## config.mk

```make
export PLATFORM = sky130hd
export DESIGN_NAME = mod_addsub_serial
export DESIGN_NICKNAME = d
export VERILOG_FILES = /design/src/rtl/modarith_pkg.sv /design/src/rtl/limb_addsub.sv /design/src/rtl/mod_addsub_serial.sv
export SDC_FILE = /design/constraint.sdc
export NUM_CORES = 2
export LEC_CHECK = 0
export CORE_MARGIN = 2
export CORE_UTILIZATION = 43
export CTS_BUF_LIST = sky130_fd_sc_hd__clkbuf_8
export DETAILED_ROUTE_END_ITERATION = 6
export GPL_TIMING_DRIVEN = 0
export PLACE_DENSITY = 0.67
export SYNTH_ARGS = -nofsm -noshare
export SYNTH_HDL_FRONTEND = slang
export SYNTH_SLANG_ARGS = --single-unit
```

## constraint.sdc

```tcl
create_clock -name clk -period 8.05 [get_ports clk]
set_input_delay 1.61 -clock clk [delete_from_list [all_inputs] [get_ports clk]]
set_output_delay 1.61 -clock clk [all_outputs]
set_load 0.1 [all_outputs]
```

## src/rtl/modarith_pkg.sv

```systemverilog
// Shared definitions for the limb-serial field-arithmetic blocks.
package modarith_pkg;

    // Sequencer states of the serial modular add/sub
    typedef enum logic [1:0] {
        IDLE  = 2'd0,
        PASS1 = 2'd1,
        PASS2 = 2'd2,
        DONE  = 2'd3
    } state_t;

    // Curve25519 field prime, 2^255 - 19
    localparam logic [255:0] P25519 = (256'd1 << 255) - 256'd19;

    // Number of W-bit limbs in an N-bit operand
    function automatic int limb_count(input int n, input int w);
        return n / w;
    endfunction

endpackage

```

## src/rtl/limb_addsub.sv

```systemverilog
// W-bit adder with carry in/out; the single arithmetic unit shared by both passes.
module limb_addsub #(
    parameter int W = 64
) (
    input  logic [W-1:0] i_x,
    input  logic [W-1:0] i_y,
    input  logic         i_cin,
    output logic [W-1:0] o_sum,
    output logic         o_cout
);

    // Widen to W+1 bits so the top bit is the carry out
    assign {o_cout, o_sum} = {1'b0, i_x} + {1'b0, i_y} + {{W{1'b0}}, i_cin};

endmodule

```

## src/rtl/mod_addsub_serial.sv

```systemverilog
// Limb-serial (a +/- b) mod P. Pass 1 forms the raw sum/difference, pass 2
// forms the +/-P corrected value; the final edge picks one of the two.
module mod_addsub_serial
    import modarith_pkg::*;
#(
    parameter int            N = 256,
    parameter int            W = 64,
    parameter logic [N-1:0]  P = N'(P25519)
) (
    input  logic         clk,
    input  logic         rst_n,
    input  logic         in_valid,
    output logic         in_ready,
    input  logic         op,
    input  logic [N-1:0] a,
    input  logic [N-1:0] b,
    output logic         out_valid,
    input  logic         out_ready,
    output logic [N-1:0] result
);

    localparam int L  = limb_count(N, W);
    localparam int CW = (L > 1) ? $clog2(L) : 1;

    if (N % W != 0) begin : g_bad_limb_width
        $error("mod_addsub_serial: N must be a multiple of W");
    end

    state_t         r_state;
    logic [CW-1:0]  r_cnt;
    logic [N-1:0]   r_a;        // operand a in pass 1, collects t in pass 2
    logic [N-1:0]   r_b;
    logic [N-1:0]   r_s;        // raw sum/difference, rotated through in pass 2
    logic           r_op;
    logic           r_c;
    logic           r_c1;
    logic           r_out_valid;
    logic [N-1:0]   r_result;

    logic [W-1:0]   w_x;
    logic [W-1:0]   w_y;
    logic [W-1:0]   w_p_limb;
    logic [W-1:0]   w_sum;
    logic           w_cout;
    logic           w_last;
    logic [N-1:0]   w_t_full;
    logic [N-1:0]   w_s_full;
    logic           w_take_t;

    assign in_ready  = (r_state == IDLE) & rst_n;
    assign out_valid = r_out_valid;
    assign result    = r_result;

    // Operand muxing for the shared limb adder: a +/- b in pass 1, s -/+ P in pass 2
    always_comb begin
        w_p_limb = P[int'(r_cnt) * W +: W];
        if (r_state == PASS2) begin
            w_x = r_s[W-1:0];
            w_y = r_op ? w_p_limb : ~w_p_limb;
        end else begin
            w_x = r_a[W-1:0];
            w_y = r_b[W-1:0] ^ {W{r_op}};
        end
    end

    limb_addsub #(.W(W)) u_limb_addsub (
        .i_x    (w_x),
        .i_y    (w_y),
        .i_cin  (r_c),
        .o_sum  (w_sum),
        .o_cout (w_cout)
    );

    assign w_last   = (r_cnt == CW'(L - 1));
    // Full-width views as they will look after the last pass-2 shift
    assign w_t_full = {w_sum, r_a[N-1:W]};
    assign w_s_full = {r_s[W-1:0], r_s[N-1:W]};
    // add: subtract P if the sum overflowed or s >= P; sub: add P back on borrow
    assign w_take_t = r_op ? ~r_c1 : (r_c1 | w_cout);

    // Sequencer, limb datapath and registered outputs
    always_ff @(posedge clk) begin
        if (!rst_n) begin
            r_state     <= IDLE;
            r_cnt       <= '0;
            r_a         <= '0;
            r_b         <= '0;
            r_s         <= '0;
            r_op        <= 1'b0;
            r_c         <= 1'b0;
            r_c1        <= 1'b0;
            r_out_valid <= 1'b0;
            r_result    <= '0;
        end else begin
            case (r_state)
                IDLE: begin
                    if (in_valid) begin
                        r_a     <= a;
                        r_b     <= b;
                        r_op    <= op;
                        r_c     <= op;
                        r_cnt   <= '0;
                        r_state <= PASS1;
                    end
                end
                PASS1: begin
                    r_a   <= r_a >> W;
                    r_b   <= r_b >> W;
                    r_s   <= {w_sum, r_s[N-1:W]};
                    r_c   <= w_cout;
                    r_cnt <= w_last ? '0 : r_cnt + 1'b1;
                    if (w_last) begin
                        r_c1    <= w_cout;
                        // add needs s + ~P + 1, sub needs s + P + 0
                        r_c     <= ~r_op;
                        r_state <= PASS2;
                    end
                end
                PASS2: begin
                    r_s   <= w_s_full;
                    r_a   <= w_t_full;
                    r_c   <= w_cout;
                    r_cnt <= w_last ? '0 : r_cnt + 1'b1;
                    if (w_last) begin
                        r_result    <= w_take_t ? w_t_full : w_s_full;
                        r_out_valid <= 1'b1;
                        r_state     <= DONE;
                    end
                end
                DONE: begin
                    if (out_ready) begin
                        r_out_valid <= 1'b0;
                        r_state     <= IDLE;
                    end
                end
                default: r_state <= IDLE;
            endcase
        end
    end

endmodule
```

==> results.cfg <==
[routing]
drc = 1
drt-vias-per-instance = 6.222
drtIter0Drc = 6425
wl_per_cell_um = 30.84
postRouteWirelength_um = 249900
dr_total_vias = 50430
firstDrtPassIters = 7
ant_nets = 0

[finish]
nets = 7131
drive_above_1_share_pct = 5.392
area_growth_pct = 28.03
stdcell_area_um2 = 60400

[synthesis]
synth_top_area_share_pct = 43.79
synth.distinct_cells = 76
synth_area_leaders = dfxtp_1, mux2i_1, nor2_1, nand2_1, a221oi_1
async_reset_ff_share_pct = 0
yosysTopAreaCell = dfxtp_1
yosysWarnings = 0
synth_edf_count = 0
ys.flop_type = dfxtp_1
synthesis.nets = 6178
ys_seq_area_share_pct = 43.79
synth_cells = 5590
synth.avg_cell_area_um2 = 8.439
netlist_area_um2 = 47170
ys_ff_latch = 1032

[power]
clock_power_share_pct = 19.1
power_uw = 26070
p_comb_share_pct = 52.4
switchingPower_uw = 13000
p_int_uw = 13070
switching_share_pct = 49.85
cellLeakagePower_uw = 0.02235
pwr_density_cell_nw_per_um2 = 431.6
vdd_drop_max_uv = 234.9
seqPwrFrac_pct = 28.5

[worst_setup_path]
crit_slowest_cell = clkdlybuf4s15_1
path_cells = inv_1, ha_1, clkbuf_1, clkbuf_1, clkbuf_2, clkdlybuf4s15_1, o21ai_0, ha_1, clkbuf_1, nand2_1, o21bai_1, a221oi_1, o21ai_1, a221o_1, a21oi_1, buf_2, nand2_4, buf_2, buf_2, nand2_1, a31oi_1
path_max_fanout = 12
slowest_delay_ns = 0.90
required_ns = 8.86
cp_top_family = buffers and inverters
startpoint_type = register
worstPathArrival_ns = 8.90
critPathKind = register to register
crit_buf_inv = 9
cp-end-kind = register
ff2ff_setup_slack_ns = -0.04

[sta]
rsz0062_at_grt = no
layout_setup_ws_ns = -0.03577
slew_violations = 67
hold_ws_ns = 0.4600
finalClockSkew_ns = 0.06682
fin_setup_tns_ns = -0.1316
timing_hold_violations_final = 0
fmax_ghz = 0.1237
worst_slew_pin_slew_ns = 1.661
period_share_pct = 100.4
timing.slew.headroom_pct = -10.74
fin_crit_ns = 8.086
finalSetupViolCount = 9

[floorplan]
placeableCoreArea_um2 = 108900
die_w_um = 335.2
ioPinCount = 775
dieArea_um2 = 112400
fp-row-count = 121
start_util_pct = 43.34
die_h_um = 335.2

[outcome]
outcome = complete, but fails checks
violations = DRC, capacitance limit, slew limit, setup timing

[placed_design]
port_buffers = 773
place_congestion = 1.033
place_ws_ns = 0.2203
placed_area_um2 = 56700
place_hpwl_um = 198700

[run]
drv_cap = 9

[clock_tree]
cts.sinks = 1032
clock_latency_ns = 0.94
cts.clk_slew.worst_paths_ns = 0.07
cts_buffers = 178
root_buffer = clkbuf_8
cts_tree = built
cts_hold_buf = 0
ctsLongestPathBuffers = 3
ctsHtreeMaxLevel = 4

[global_route]
grt_pass1_vias = 47860
antenna_found_initial = 21
grt.total_usage_pct = 42.73
grt_max_degree = 17
grt_overflow = 0
grt_first_pass_wirelength_um = 344000

[hold_path]
hp-class = register to register
==> stage by stage <==
| step | instances | utilization (%) |
|---|---|---|
| 3_5_place_dp | 7778 | 52.09 |
| 3_3_place_gp | 7777 | 52.07 |
| 6_report | 8104 | 55.48 |
| 5_1_grt | 8091 | 55.45 |
| 4_1_cts | 8091 | 55.45 |
| 2_1_floorplan | 5590 | - |
==> power groups by stage <==
stage               sequential (uW)  combinational [uW]  clock, uW
floorplan                      7040                8090          0
global placement               7430               12900          0
detailed placement             7460               13000          0
CTS                            7360               13000       4950
global route                   7510               14200       5170
finish                         7430               13700       4980
==> worst reg2reg max path: cells and delay by family, from the launching register on <==
family | cells | cell delay, ns
buffers and inverters | 9 | 4.40
AND/OR/NAND/NOR | 3 | 0.72
flip-flops | 1 | 0.33
adder cells (fa/ha/maj) | 2 | 0.60
AO/OA/AOI/OAI | 7 | 1.95
==> area by class of cell <==
cell class	count	area, um2
fillers	10550	48460
flip-flops and latches	1032	20660
plain buffers	522	2130
multi-input cells	3961	24120
clock buffers	230	3166
well taps	1414	1769
inverters	74	277.8
clock inverters	83	491.7
diodes	14	35.03
repair buffers	774	7752
==> cells in the final DEF, fill, tap and decap left out, types with 36 or more instances in the layout <==
cell type,n
dfxtp_1,1032
clkdlybuf4s50_1,773
nor2_1,750
nand2_1,632
mux2i_1,422
clkbuf_1,408
o21ai_0,385
a211oi_1,270
a31oi_1,250
a221oi_1,233
clkbuf_8,230
nor3_1,193
a21oi_1,166
inv_1,130
xnor2_1,93
nand3_1,71
ha_1,69
a22oi_1,64
buf_1,46
buf_2,40
a21o_1,36
nand4_1,36
==> path summary, 6_finish.rpt <==
| check | depth (start not counted) | start | endpoint |
|---|---|---|---|
| worst min-delay path | 2 | r_a[2]$_SDFFE_PN0P_ | r_a[2]$_SDFFE_PN0P_ |
| worst max register to register | 21 | r_state[0]$_SDFFE_PN0P_ | result[64]$_SDFFE_PN0P_ |
| worst min register to register | 2 | r_a[2]$_SDFFE_PN0P_ | r_a[2]$_SDFFE_PN0P_ |
| worst max-delay path | 21 | r_state[0]$_SDFFE_PN0P_ | result[64]$_SDFFE_PN0P_ |
==> routing by layer <==
layer  part of all wire, %  wire (um)  vias up  global-route usage [%]
met5                 0.035         88        -                       0
met2                    44     108800     3495                   66.08
met1                    37      92360    24060                   51.16
met3                    13      32540      765                   15.10
met4                   6.4      16060       16                   24.93
li1                      -          -    22090                       -
==> logic make-up (layout without fill, tap and decap cells) <==
logic type	count (synthesis)	after routing	synth area share [%]
other cells	0	14	0
mux	442	442	9.432
simple gates	1772	1772	15.55
fa+ha+maj	71	71	1.915
buf+inv	597	1683	5.087
xor+xnor	112	112	2.079
flops	1032	1032	43.79
compound gates	1564	1564	22.14
==> flip-flops by register name (all words and copies together), names as in the netlist <==
register and flops:
r_c 1, result 256, r_s 256, r_state 2
r_cnt 2, r_op 1, r_c1 1, r_a 256
r_b 256, out_valid 1
==> synthesized netlist by cell type (4+ instances only) <==
cell type  instances
o211ai_1          27
nor2b_1           16
a41oi_1            7
o21bai_1          17
or2_2              4
inv_1             71
nand2b_1          12
a211oi_1         270
a31oi_1          250
xor2_1            19
a2111oi_0          5
a21o_1            36
buf_6              6
a221oi_1         233
a32oi_1            8
or4_1              5
a22oi_1           64
o211a_1            8
mux2_2            20
mux2i_1          422
nand4_1           36
ha_1              69
clkbuf_1         414
a21oi_1          166
a21boi_0           5
buf_4             17
o21ai_1           11
nand3_1           71
o31ai_1            7
or3_1             14
o21a_1            20
xnor2_1           93
nand2_1          632
dfxtp_1         1032
nor2_1           750
o21ai_0          385
o2111ai_1          4
nor3_1           193
and3_1            12
o221ai_1           7
buf_2             40
a2bb2oi_1          5
buf_1             46
and2_1            14
==> what timing repair did <==
action	4_1_cts	5_1_grt
gates resized for setup	0	5
buffers inserted	0	0
setup endpoints to repair	0	114
(Power assumes the default switching activity.)
